`config.mk`:
```
export PLATFORM = sky130hd
export DESIGN_NAME = abc_seq_gen_flat
export DESIGN_NICKNAME = d
export VERILOG_FILES = /design/src/rtl/abc_seq_gen_if.sv /design/src/rtl/abc_seq_gen.sv /design/src/flat_wrapper.sv
export SDC_FILE = /design/constraint.sdc
export NUM_CORES = 1
export LEC_CHECK = 0
export CORE_AREA = 5 5 72 74
export DETAILED_ROUTE_END_ITERATION = 10
export DIE_AREA = 0 0 77 79
export HOLD_SLACK_MARGIN = 0.08
export PLACE_DENSITY_LB_ADDON = 0.1
export SYNTH_ARGS = -nofsm -noshare
export SYNTH_HDL_FRONTEND = slang
export SYNTH_SLANG_ARGS = --single-unit
```
`constraint.sdc`:
```
create_clock -name clk -period 3.32 [get_ports clk]
set_clock_uncertainty 0.05 [all_clocks]
set_input_delay 0.498 -clock clk [delete_from_list [all_inputs] [get_ports clk]]
set_output_delay 0.498 -clock clk [all_outputs]
set_load 0.01 [all_outputs]
```
`src/rtl/abc_seq_gen_if.sv`:
```
// abc_seq_gen_if
//   Groups the request/strobe/status signals of abc_seq_gen.
//   Ports (signals):
//     start     request one a->b->c sequence (one-cycle pulse)
//     a, b, c   registered phase strobes, one-hot
//     busy      sequencer not idle
//     pend_cnt  queued, not-yet-started requests
//     seq_cnt   completed sequences (saturating, CNT_W bits)
//     drop      one-cycle pulse: a start was discarded (queue full)
//   Modports: master (requester side), slave (sequencer side).
interface abc_seq_gen_if #(
    parameter int CNT_W = 8
);
    logic             start;
    logic             a;
    logic             b;
    logic             c;
    logic             busy;
    logic [3:0]       pend_cnt;
    logic [CNT_W-1:0] seq_cnt;
    logic             drop;

    modport master (
        output start,
        input  a, b, c, busy, pend_cnt, seq_cnt, drop
    );

    modport slave (
        input  start,
        output a, b, c, busy, pend_cnt, seq_cnt, drop
    );
endinterface

```
`src/rtl/abc_seq_gen.sv`:
```
// abc_seq_gen
//   Generates one-cycle a, b, c strobes in sequence for every start request.
//   Requests arriving while a sequence runs are queued (up to PEND_MAX);
//   starts beyond that are discarded and flagged on drop.
//   Ports:
//     clk      single clock, rising edge
//     reset_n  asynchronous active-low reset
//     bus      abc_seq_gen_if.slave (start in; a/b/c/busy/pend_cnt/seq_cnt/drop out)
//   Parameters:
//     PEND_MAX  queue depth, 1..15
//     CNT_W     width of the completed-sequence counter
//   Build option:
//     ABC_SEQ_BACK2BACK_EN  when defined, PH_C chains straight into PH_A if
//                           another request is waiting; otherwise there is
//                           always at least one IDLE cycle between sequences.
//
//   state | meaning
//   ------+--------------------------------------------
//   IDLE  | no sequence running, waiting for a trigger
//   PH_A  | a strobe high
//   PH_B  | b strobe high
//   PH_C  | c strobe high, sequence completes on exit
module abc_seq_gen #(
    parameter int PEND_MAX = 3,
    parameter int CNT_W    = 8
) (
    input  logic          clk,
    input  logic          reset_n,
    abc_seq_gen_if.slave  bus
);

    typedef enum logic [1:0] {
        IDLE = 2'd0,
        PH_A = 2'd1,
        PH_B = 2'd2,
        PH_C = 2'd3
    } state_t;

    localparam logic [3:0] PEND_MAX_L = 4'(PEND_MAX);

    state_t           state_q;
    state_t           state_d;
    logic             launch;
    logic             pend_nz;
    logic             deq;
    logic             enq;
    logic             enq_acc;
    logic             drop_d;
    logic [3:0]       pend_q;
    logic [3:0]       pend_d;
    logic [CNT_W-1:0] seq_q;
    logic [CNT_W-1:0] seq_d;
    logic             a_q;
    logic             b_q;
    logic             c_q;
    logic             busy_q;
    logic             drop_q;

    assign pend_nz = (pend_q != 4'd0);

    always_ff @(posedge clk or negedge reset_n) begin
        if (!reset_n) begin
            state_q <= IDLE;
            pend_q  <= 4'd0;
            seq_q   <= '0;
            a_q     <= 1'b0;
            b_q     <= 1'b0;
            c_q     <= 1'b0;
            busy_q  <= 1'b0;
            drop_q  <= 1'b0;
        end else begin
            state_q <= state_d;
            pend_q  <= pend_d;
            seq_q   <= seq_d;
            // Strobes are registered from the next state so they line up
            // exactly with the state they represent.
            a_q     <= (state_d == PH_A);
            b_q     <= (state_d == PH_B);
            c_q     <= (state_d == PH_C);
            busy_q  <= (state_d != IDLE);
            drop_q  <= drop_d;
        end
    end

    always_comb begin
        state_d = state_q;
        launch  = 1'b0;
        case (state_q)
            IDLE: begin
                if (bus.start || pend_nz) begin
                    state_d = PH_A;
                    launch  = 1'b1;
                end
            end
            PH_A: state_d = PH_B;
            PH_B: state_d = PH_C;
            PH_C: begin
`ifdef ABC_SEQ_BACK2BACK_EN
                if (bus.start || pend_nz) begin
                    state_d = PH_A;
                    launch  = 1'b1;
                end else begin
                    state_d = IDLE;
                end
`else
                state_d = IDLE;
`endif
            end
            default: state_d = IDLE;
        endcase
    end

    // A launch is served from the queue first; only when the queue is empty
    // does a same-cycle start get consumed directly. Any other start is an
    // enqueue attempt, which succeeds if there is room or a slot is being
    // freed by the dequeue in the same cycle.
    always_comb begin
        deq     = launch && pend_nz;
        enq     = bus.start && !(launch && !pend_nz);
        enq_acc = enq && ((pend_q < PEND_MAX_L) || deq);
        drop_d  = enq && !enq_acc;
        pend_d  = pend_q;
        if (enq_acc && !deq) begin
            pend_d = pend_q + 4'd1;
        end else if (!enq_acc && deq) begin
            pend_d = pend_q - 4'd1;
        end
    end

    always_comb begin
        seq_d = seq_q;
        if ((state_q == PH_C) && (seq_q != {CNT_W{1'b1}})) begin
            seq_d = seq_q + 1'b1;
        end
    end

    assign bus.a        = a_q;
    assign bus.b        = b_q;
    assign bus.c        = c_q;
    assign bus.busy     = busy_q;
    assign bus.pend_cnt = pend_q;
    assign bus.seq_cnt  = seq_q;
    assign bus.drop     = drop_q;

endmodule

```
`src/flat_wrapper.sv`:
```
// flat-port wrapper written by rule: the top's interface ports become plain ports
module abc_seq_gen_flat 
#(
    parameter int PEND_MAX = 3,
    parameter int CNT_W    = 8
)
  (clk, reset_n, bus_start, bus_a, bus_b, bus_c, bus_busy, bus_pend_cnt, bus_seq_cnt, bus_drop);
  abc_seq_gen_if #(.CNT_W(CNT_W)) bus_i ();
  input  logic clk;
  input  logic reset_n;
  input wire logic [$bits(bus_i.start)-1:0] bus_start;
  output wire logic [$bits(bus_i.a)-1:0] bus_a;
  output wire logic [$bits(bus_i.b)-1:0] bus_b;
  output wire logic [$bits(bus_i.c)-1:0] bus_c;
  output wire logic [$bits(bus_i.busy)-1:0] bus_busy;
  output wire logic [$bits(bus_i.pend_cnt)-1:0] bus_pend_cnt;
  output wire logic [$bits(bus_i.seq_cnt)-1:0] bus_seq_cnt;
  output wire logic [$bits(bus_i.drop)-1:0] bus_drop;
  assign bus_i.start = bus_start;
  assign bus_a = bus_i.a;
  assign bus_b = bus_i.b;
  assign bus_c = bus_i.c;
  assign bus_busy = bus_i.busy;
  assign bus_pend_cnt = bus_i.pend_cnt;
  assign bus_seq_cnt = bus_i.seq_cnt;
  assign bus_drop = bus_i.drop;
  abc_seq_gen #(.PEND_MAX(PEND_MAX), .CNT_W(CNT_W)) u_core (.clk(clk), .reset_n(reset_n), .bus(bus_i));
endmodule
```
======== Word level (Yosys, flattened, before mapping) ========
Cells that the tools add are included.
word-level totals
  register bits after elaboration ......... 19
  input port bits ......................... 3
  output and inout port bits .............. 17
  word-level logic and storage cells ...... 43
operators by class
  $add $sub $neg .......................... 3
  $lt $le $gt $ge ......................... 1
  equality and inequality tests ........... 7
  mux-type cells .......................... 6
  reductions and logical operators ........ 18
operator list
  operator             count
  $add 8x1->8 const B  1
  $eq 2x2->1 const B   4
  $logic_and 1x1->1    8
  $mux 4               2
  $ne 8x8->1 const B   1
  $pmux 2 s4           1
  $add 4x1->4 const B  1
  $eq 2x1->1 const B   2
  $logic_not 1->1      4
  $lt 4x2->1 const B   1
  $reduce_bool 2->1    2
  $reduce_bool 4->1    1
  $sub 4x1->4 const B  1
  $logic_not 2->1      1
  $logic_or 1x1->1     2
  $mux 1               2
  $mux 2               1

======== Logic depth before layout (Yosys ltp) ========
Gate-level depths: netlist of the first run.
  depth after elaboration ................. 12
  mapped depth ............................ 10
  mapped depth without buffers ............ 10

======== Least setup slack after synthesis of the first run ========
OpenSTA, ideal clock, no wires.
  path kind ............................... register to register
  from .................................... reg u_core.pend_q[0], in the netlist u_core.bus.pend_cnt[0]
  to ...................................... reg u_core.pend_q[3], in the netlist u_core.bus.pend_cnt[3]
  library setup time ...................... 0.131 ns
  arrival time ............................ 2.436 ns
  required time ........................... 3.139 ns
  setup slack ............................. 0.703 ns
  cell stages (with the launch flop) ...... 10
  path buffers ............................ 0
  period minus slack after synthesis ...... 2.617 ns
  cell sequence ........................... dfrtp_1 a211oi_1 nor2_1 a211oi_1 ha_1 inv_1 ha_1 or4_1 o211ai_1 o211ai_1
on the way
  longest elaborated chain between the ends .. 11
  elaborated cells on any way between the ends .. 21
  those cells by class .................... add/sub: 2; order compare: 1; mux: 4; reduce/logical: 14
ends and longest elaborated chain
  what                                RTL line            source
  start, declared                     abc_seq_gen.sv:49   logic [3:0] pend_q;
  start signal, assigned              abc_seq_gen.sv:73   pend_q <= pend_d;
  $reduce_bool 4->1                   abc_seq_gen.sv:59   assign pend_nz = (pend_q != 4'd0);
  $logic_or 1x1->1                    abc_seq_gen.sv:90   if (bus.start || pend_nz) begin
  $mux 1                              abc_seq_gen.sv:90
  $mux 1                              abc_seq_gen.sv:88   case (state_q)
  $logic_and 1x1->1                   abc_seq_gen.sv:119  enq = bus.start && !(launch && !pend_nz);
  $logic_not 1->1                     abc_seq_gen.sv:119
  $logic_and 1x1->1                   abc_seq_gen.sv:119
  $logic_and 1x1->1                   abc_seq_gen.sv:120  enq_acc = enq && ((pend_q < PEND_MAX_L) || deq);
  $logic_not 1->1                     abc_seq_gen.sv:125  end else if (!enq_acc && deq) begin
  $logic_and 1x1->1                   abc_seq_gen.sv:125
  $reduce_bool 2->1 (no source line)  -
Several ways; a longest one is shown, not always the timed one. The select of a mux whose other input is x is not followed.
A chain may end at the register's enable or synchronous reset.

======== Worst setup path after layout of the first run ========
Same ends and word-level chain as after synthesis.

==> results.cfg, run 1 <==
[pwr]
peakVddDrop_mv = 0.369
power_density_mw_per_mm2 = 1030
clkPwrFrac_pct = 11.7
swShare_pct = 40.6
comb_power_share_pct = 54.2
leakage_uw = 0.000527
internal_power_uw = 802
seq_power_share_pct = 34.2
p_sw_uw = 549

[floorplan]
die_area_mm2 = 0.00608
rows = 25
io_pins = 20
fp.dieH_um = 79
initial_utilization_pct = 22.5
die_w_um = 77
coreArea_mm2 = 0.00454

[setup_path]
path_cells = a211oi_1 -> nor2_1 -> a211oi_1 -> ha_1 -> inv_1 -> ha_1 -> or4_1 -> o211ai_1 -> o211ai_1
path_delay_family = compound AO/OA/AOI/OAI gates
path_buf_inv = 1
max_stage_delay_ns = 0.52
worstSetupPathType = flop to flop
cp_data_arrival_time_ns = 2.98
rrSetupSlack_ns = 0.42
worstPathMaxFanout = 7
critical_path_required_ns = 3.40
slowest_stage = or4_1
end_kind = flop
worstSetupStartpointType = flop

[timing]
hold_violations = 0
fin_crit_sh_pct = 87.2
drv_slew = 0
min_period_ns = 2.90
setup_viol = 0
hold_ws_ns = 0.482
maxSlewHeadroom_pct = 40.3
rsz0062_at_grt = false
worst_pin_slew_ns = 0.892
finalSetupTns_ns = 0
max_freq_mhz = 345

[logic_synthesis]
synth_cell_types = 35
synth_edf_count = 0
syn_nets = 103
synth.area.top_cells = dfrtp_1 47%, ha_1 11%, nand3_1 2.9%
yosys_warnings = 0
synth_cells = 90
synth_top_area_share_pct = 46.5
synth_flop_cell = dfrtp_1
seq_area_frac_synth_pct = 46.5
synthArstFlopShare_pct = 100
ys_ff_latch = 19
syn-mean-instance-area_um2 = 11.4
yosysTopAreaCell = dfrtp_1
syn_area_mm2 = 0.00102

[global_route]
grt_pass1_vias = 710
antenna_found_initial = 0
grt_max_degree = 20
gr-total-overflow = 0
gr-usage-all-layers_pct = 7.09
grt_pass1_wl_mm = 3.44

[placement]
place.gp.congestion = 0.811
port_buffers = 19
hpwl_mm = 1.59

[clock_tree]
htreeDepth = 1
holdBufCountCts = 0
cts_tree = yes
cts_setup_buffers = 0
cts_max_path_buffers = 2
clkSlewWorstSetupHoldPaths_ns = 0.07
ctsResizeCount = 0
cts_sinks = 19
clk_latency_ns = 0.25
clockRootBuffer = clkbuf_8
numCtsBuffers = 3

[routing]
num_vias = 742
routedWlPerCell_um = 12.6
viasPerCell = 4.50
drc = 0
wl_mm = 2.08
first_pass_iters = 4
drtIter0Drc = 23
ant_nets = 0

[flow_run]
cap_viol_max_count = 0

[finish]
insertedDiodeCount = 0
fill_cells = 464
finish.net_count = 125
syn_to_final_growth_pct = 28.6
final_layout_size_suffix_gt1_share_pct = 7.21

[run_status]
outcome = completed

[min_path]
hold_class = flop to flop
final timing paths:
| check | from | end | cells past startpoint |
|---|---|---|---|
| hold reg to reg | u_core.bus.seq_cnt[0] | u_core.bus.seq_cnt[0] | 1 |
| setup reg to reg | u_core.bus.pend_cnt[0] | u_core.bus.pend_cnt[3] | 9 |
| min in group asynchronous | reset_n | u_core.bus.c | 1 |
| max in group asynchronous | reset_n | u_core.bus.pend_cnt[2] | 1 |
| setup / recovery | u_core.bus.pend_cnt[0] | u_core.bus.pend_cnt[3] | 9 |
| hold / removal | u_core.bus.seq_cnt[0] | u_core.bus.seq_cnt[0] | 1 |
cell usage in the layout, fill, tap and decap left out, drive strengths merged, types with 3 or more instances in the layout:
master,count
a211oi,4
a21oi,5
clkbuf,4
clkdlybuf4s50,19
dfrtp,19
ha,9
inv,5
mux2,3
nand2,3
nand3,6
nor2,3
nor3,3
xnor2,3
cell type report:
cell class                      count  area (um2)  area share, %
Sequential cell                    19         475           36.2
Clock buffer                        4        45.0           3.43
Inverter                            5        18.8           1.43
Tap cell                           54        67.6           5.14
Timing Repair Buffer               19         190           14.5
Multi-Input combinational cell     64         518           39.4
power groups by stage:
stage	clock [uW]	combinational, uW	sequential (uW)
final	158	732	462
after global routing	176	810	482
after CTS	169	748	464
after detailed placement	0	746	468
after global placement	0	733	468
after floorplan	0	444	478
cell families (layout without fill, tap and decap cells):
| logic type | count (synthesis) | count (layout) | synth area share (%) |
|---|---|---|---|
| and+or+nand+nor | 28 | 28 | 16.8 |
| adders and majority gates | 10 | 10 | 13.0 |
| xor gates and xnor gates | 4 | 4 | 3.43 |
| DFF | 19 | 19 | 46.5 |
| muxes | 4 | 4 | 4.28 |
| AOI/OAI and AO/OA | 18 | 18 | 13.2 |
| buffers and inverters | 7 | 28 | 2.81 |
state kept, by name, summed over array words and instances (netlist names):
signal,flops
u_core.bus.busy,1
u_core.bus.a,1
u_core.bus.c,1
u_core.bus.drop,1
u_core.bus.seq_cnt,8
u_core.state_q,2
u_core.bus.b,1
u_core.bus.pend_cnt,4
stage by stage:
step	setup slack (ns)	area, um2	utilization, %	power [uW]	std cells
6_report	0.423	1320	29.0	1350	165
5_1_grt	0.225	1320	29.0	1470	165
4_1_cts	0.394	1320	29.0	1380	165
3_5_place_dp	0.391	1270	28.0	1210	161
3_3_place_gp	0.459	1270	28.0	1200	161
2_1_floorplan	0.703	1020	-	922	90
layer usage:
| metal | GRT usage (%) | wire length (um) |
|---|---|---|
| met5 | 0 | 0 |
| met4 | 4.12 | 19 |
| met3 | 1.36 | 79 |
| met2 | 11.0 | 965 |
| met1 | 9.14 | 1010 |
cells in the mapped netlist (all sizes together) (2+ instances only):
cell type	count
o21ai	2
o211ai	2
inv	5
a21oi	5
nand3	6
a211oi	4
nand2	3
nand2b	2
mux2	3
nand4	2
dfrtp	19
nor3	3
nor2b	2
xnor2	3
and4	2
ha	9
a41oi	2
nor2	3
Note: power is estimated with default switching activity, not from simulation.
==> run 2: changes to the inputs <==
--- a/config.mk
+++ b/config.mk
@@ -6,6 +6,7 @@
 export NUM_CORES = 1
 export LEC_CHECK = 0
 export CORE_AREA = 5 5 72 74
+export CTS_BUF_LIST = sky130_fd_sc_hd__clkbuf_16
 export DETAILED_ROUTE_END_ITERATION = 10
 export DIE_AREA = 0 0 77 79
 export HOLD_SLACK_MARGIN = 0.08
==> run 2 against run 1 <==
Net effect: via count rose by 1.3%; global-route usage up 0.24 points; first-iteration DRC count shrank 26%; utilization is 0.74 points higher; cell area rose by 2.6%; combinational power hardly changed; count of clock-buffer cells in the layout fell by 1; sequential power hardly changed; fmax about the same; critical path type unchanged; largest power group unchanged.
==> results.cfg, run 2 (synthesis gave the netlist of run 1 again) <==
[run_status]
outcome = completed

[floorplan]
initial_utilization_pct = 22.5
rows = 25
fp.dieH_um = 79
die_w_um = 77
io_pins = 20
die_area_mm2 = 0.00608
coreArea_mm2 = 0.00454

[flow_run]
cap_viol_max_count = 0

[timing]
rsz0062_at_grt = false
hold_violations = 0
maxSlewHeadroom_pct = 40.4
drv_slew = 0
min_period_ns = 2.90
setup_slack_ns = 0.422
finalSetupTns_ns = 0
worst_pin_slew_ns = 0.891
max_freq_mhz = 345
fin_crit_sh_pct = 87.3
hold_ws_ns = 0.480
setup_viol = 0

[routing]
drc = 0
num_vias = 752
routedWlPerCell_um = 12.9
ant_nets = 0
wl_mm = 2.12
viasPerCell = 4.56
drtIter0Drc = 17
first_pass_iters = 4

[setup_path]
worstSetupStartpointType = flop
worstPathMaxFanout = 7
path_delay_family = compound AO/OA/AOI/OAI gates
worstSetupPathType = flop to flop
cp_data_arrival_time_ns = 2.98
max_stage_delay_ns = 0.52
slowest_stage = or4_1
path_buf_inv = 1
critical_path_required_ns = 3.40
path_cells = a211oi_1 -> nor2_1 -> a211oi_1 -> ha_1 -> inv_1 -> ha_1 -> or4_1 -> o211ai_1 -> o211ai_1
end_kind = flop

[global_route]
grt_pass1_wl_mm = 3.46
gr-usage-all-layers_pct = 7.33
grt_pass1_vias = 709
gr-total-overflow = 0
grt_use_met1_pct = 9.14
top_usage_layer = met2
grt_max_degree = 20
antenna_found_initial = 0
met2_usage_pct = 11.1
met3_usage_pct = 1.36

[pwr]
power_density_mw_per_mm2 = 1070
p_sw_uw = 562
comb_power_share_pct = 50.9
seq_power_share_pct = 32.1
swShare_pct = 39.0
p_total_uw = 1440
internal_power_uw = 878
clkPwrFrac_pct = 16.9
peakVddDrop_mv = 0.344
leakage_uw = 0.000546

[clock_tree]
clkSlewWorstSetupHoldPaths_ns = 0.05
holdBufCountCts = 0
numCtsBuffers = 3
cts_max_path_buffers = 2
htreeDepth = 1
cts_tree = yes
clk_latency_ns = 0.25
cts_setup_buffers = 0
clockRootBuffer = clkbuf_16
cts_sinks = 19
ctsResizeCount = 0

[min_path]
hold_class = flop to flop

[placement]
place.gp.congestion = 0.811
hpwl_mm = 1.59
place_ws_ns = 0.391
port_buffers = 19

[finish]
final_util_pct = 29.7
final_layout_size_suffix_gt1_share_pct = 7.21
mostFrequentLayoutCells = 19 x clkdlybuf4s50_1, 19 x dfrtp_1, 9 x ha_1
multi_input_area_um2 = 518
largest_reg_flops = 8
fill_cells = 459
seq_area_um2 = 475
insertedDiodeCount = 0
finish.net_count = 125
syn_to_final_growth_pct = 31.9
## run 2: changes by cell type in the layout (fill, tap and decap cells not counted)
| cell | change |
|---|---|
| clkbuf_16 | +3 |
| inv_1 | +1 |
| clkbuf_1 | -1 |
| clkbuf_8 | -3 |
## run 2: final timing paths
check,startpoint,end,slack [ns],depth (start not counted)
max,u_core.bus.pend_cnt[0],u_core.bus.pend_cnt[3],0.42,9
min,u_core.bus.seq_cnt[0],u_core.bus.seq_cnt[0],0.48,1
max reg2reg,u_core.bus.pend_cnt[0],u_core.bus.pend_cnt[3],0.42,9
min reg2reg,u_core.bus.seq_cnt[0],u_core.bus.seq_cnt[0],0.48,1
max in group asynchronous,reset_n,u_core.bus.pend_cnt[2],1.97,1
min in group asynchronous,reset_n,u_core.bus.c,0.70,1
## run 2: layout make-up
| type | instances | share of cell area, % |
|---|---|---|
| Tap cell | 54 | 5.01 |
| Clock inverter | 1 | 0.278 |
| Clock buffer | 3 | 5.57 |
| Multi-Input combinational cell | 64 | 38.4 |
| Timing Repair Buffer | 19 | 14.1 |
| Inverter | 5 | 1.39 |
| Sequential cell | 19 | 35.3 |
## run 2: worst reg2reg max path, cell delays in order (launching register included)
cell and delay [ns]:
dfrtp_1 0.50, a211oi_1 0.39, nor2_1 0.08, a211oi_1 0.25, ha_1 0.30, inv_1 0.13
ha_1 0.35, or4_1 0.52, o211ai_1 0.11, o211ai_1 0.10
## run 2: per-stage QoR
| stage | std cells | cell area [um2] |
|---|---|---|
| floorplan | 90 | 1020 |
| global placement | 161 | 1270 |
| detailed placement | 161 | 1270 |
| CTS | 165 | 1350 |
| global route | 165 | 1350 |
| finish | 165 | 1350 |
## run 2: power groups by stage
stage	combinational (uW)	clock, uW	sequential (uW)
final	734	244	462
after global routing	810	262	482
after CTS	748	254	464
after detailed placement	746	0	468
after global placement	733	0	468
after floorplan	444	0	478
## run 2: routing by layer
metal | wire (um) | up-vias
met4 | 48 | 0
met1 | 1030 | 354
met5 | 0 | -
met3 | 77 | 4
li1 | - | 373
met2 | 963 | 21
==> run 3: changes to the inputs <==
--- a/config.mk
+++ b/config.mk
@@ -5,10 +5,10 @@
 export SDC_FILE = /design/constraint.sdc
 export NUM_CORES = 1
 export LEC_CHECK = 0
-export CORE_AREA = 5 5 72 74
+export CORE_AREA = 5 5 52 54
 export CTS_BUF_LIST = sky130_fd_sc_hd__clkbuf_16
 export DETAILED_ROUTE_END_ITERATION = 10
-export DIE_AREA = 0 0 77 79
+export DIE_AREA = 0 0 57 59
 export HOLD_SLACK_MARGIN = 0.08
 export PLACE_DENSITY_LB_ADDON = 0.1
 export SYNTH_ARGS = -nofsm -noshare
==> run 3 against run 2 <==
Net effect: power down 2.4%; worst setup slack improved by 0.083 ns; first-iteration DRC count is 24% lower; hold slack got worse by 0.0035 ns; critical path depth stayed put; clock power fell by 3%; count of clock-buffer cells in the layout stayed put; non-clock buffer count is the same; global-route usage is 4.3 points higher; register-to-register slack better by 0.08 ns; critical endpoint unchanged.
==> results.cfg, run 3 (synthesis gave the netlist of run 1 again) <==
[pwr]
swShare_pct = 37.9
internal_power_uw = 872
comb_power_share_pct = 50.5
leakage_uw = 0.000546
clkPwrFrac_pct = 16.9
power_density_mw_per_mm2 = 1070
p_sw_uw = 533
peakVddDrop_mv = 0.580
p_total_uw = 1410
seq_power_share_pct = 32.6

[setup_path]
worstSetupStartpointType = flop
r2r_start = u_core.bus.pend_cnt[0]
critical_path_required_ns = 3.39
worstSetupPathType = flop to flop
critPathCapture = u_core.bus.pend_cnt[3]
end_kind = flop
rr_endpoint = u_core.bus.pend_cnt[3]
rr_worst_depth = 9
cp_data_arrival_time_ns = 2.89
startpoint = u_core.bus.pend_cnt[0]
worstPathMaxFanout = 7
rrSetupSlack_ns = 0.50

[finish]
syn_to_final_growth_pct = 28.8
insertedDiodeCount = 0
largest_reg_flops = 8
fill_cells = 190
finish.net_count = 125
fin_area_mm2 = 0.00132
mostFrequentLayoutCells = 19 x clkdlybuf4s50_1, 19 x dfrtp_1, 9 x ha_1
final_layout_size_suffix_gt1_share_pct = 7.21

[floorplan]
initial_utilization_pct = 47.1
rows = 17
coreArea_mm2 = 0.00217
die_area_mm2 = 0.00336
fp.dieH_um = 59
io_pins = 20
die_w_um = 57

[flow_run]
cap_viol_max_count = 0

[routing]
drc = 0
ant_nets = 0
routedWlPerCell_um = 12.7
first_pass_iters = 4
num_vias = 742
wl_mm = 1.77
drtIter0Drc = 13
viasPerCell = 5.34

[clock_tree]
htreeDepth = 1
holdBufCountCts = 0
cts_tree = yes
cts_sinks = 19
clockRootBuffer = clkbuf_16
ctsResizeCount = 0
clk_latency_ns = 0.25
cts_setup_buffers = 0
clkSlewWorstSetupHoldPaths_ns = 0.05
numCtsBuffers = 3
cts_max_path_buffers = 2

[placement]
placed_cell_area_mm2 = 0.00124
place_ws_ns = 0.463
port_buffers = 19
hpwl_mm = 1.35
place.gp.congestion = 0.838

[timing]
min_period_ns = 2.82
setup_slack_ns = 0.505
hold_violations = 0
worst_pin_slew_ns = 0.835
finalSetupTns_ns = 0
rsz0062_at_grt = false
max_freq_mhz = 355
drv_slew = 0
maxSlewHeadroom_pct = 44.1
hold_ws_ns = 0.476
fin_crit_sh_pct = 84.8
setup_viol = 0

[min_path]
hold_class = flop to flop

[run_status]
outcome = completed

[global_route]
gr-total-overflow = 0
grt_max_degree = 20
gr-usage-all-layers_pct = 11.6
antenna_found_initial = 0
grt_pass1_wl_mm = 3.05
grt_pass1_vias = 712
## run 3: cell counts in the layout (fill, tap and decap cells not counted)
No cell type changed its count.
## run 3: how the worst min path moves through the flow
stage,start,endpoint,slack (ns),cells after the start
after CTS,u_core.bus.seq_cnt[0],u_core.bus.seq_cnt[0],0.48,1
final,u_core.bus.seq_cnt[0],u_core.bus.seq_cnt[0],0.48,1
after detailed placement,u_core.bus.seq_cnt[0],u_core.bus.seq_cnt[0],0.48,1
after global routing,u_core.bus.seq_cnt[0],u_core.bus.seq_cnt[0],0.51,1
after global placement,u_core.bus.seq_cnt[0],u_core.bus.seq_cnt[0],0.47,1
after floorplan,reset_n,u_core.bus.a,0.15,0
## run 3: metal layers
layer  share of wire [%]  global-route usage [%]
met2                  49                    19.6
met1                  45                    13.7
met3                 4.5                    2.83
met4                 1.6                    5.96
met5                   0                       0
## run 3: per-stage QoR
step,instances,utilization [%]
2_1_floorplan,90,-
3_3_place_gp,135,57.0
3_5_place_dp,135,57.0
4_1_cts,139,60.7
5_1_grt,139,60.7
6_report,139,60.7
## run 3: area by class of cell
| type | instances | area (um2) | area share, % |
|---|---|---|---|
| Sequential cell | 19 | 475 | 36.1 |
| Inverter | 5 | 18.8 | 1.43 |
| Clock buffer | 3 | 75.1 | 5.70 |
| Multi-Input combinational cell | 64 | 518 | 39.4 |
| Clock inverter | 1 | 3.75 | 0.285 |
| Timing Repair Buffer | 19 | 190 | 14.4 |
| Tap cell | 28 | 35.0 | 2.66 |
## run 3: power by group through the flow
stage / sequential [uW] / combinational (uW) / clock (uW)
after floorplan: 478 / 444 / 0
after global routing: 477 / 794 / 256
after global placement: 461 / 710 / 0
after CTS: 460 / 721 / 244
after detailed placement: 462 / 718 / 0
final: 458 / 710 / 237
## run 3: worst max-delay path: stages, from the launching register on
cell and delay, ns:
dfrtp_1 0.49, a211oi_1 0.37, nor2_1 0.07, a211oi_1 0.24, ha_1 0.28, inv_1 0.12, ha_1 0.36, or4_1 0.52
o211ai_1 0.10, o211ai_1 0.10
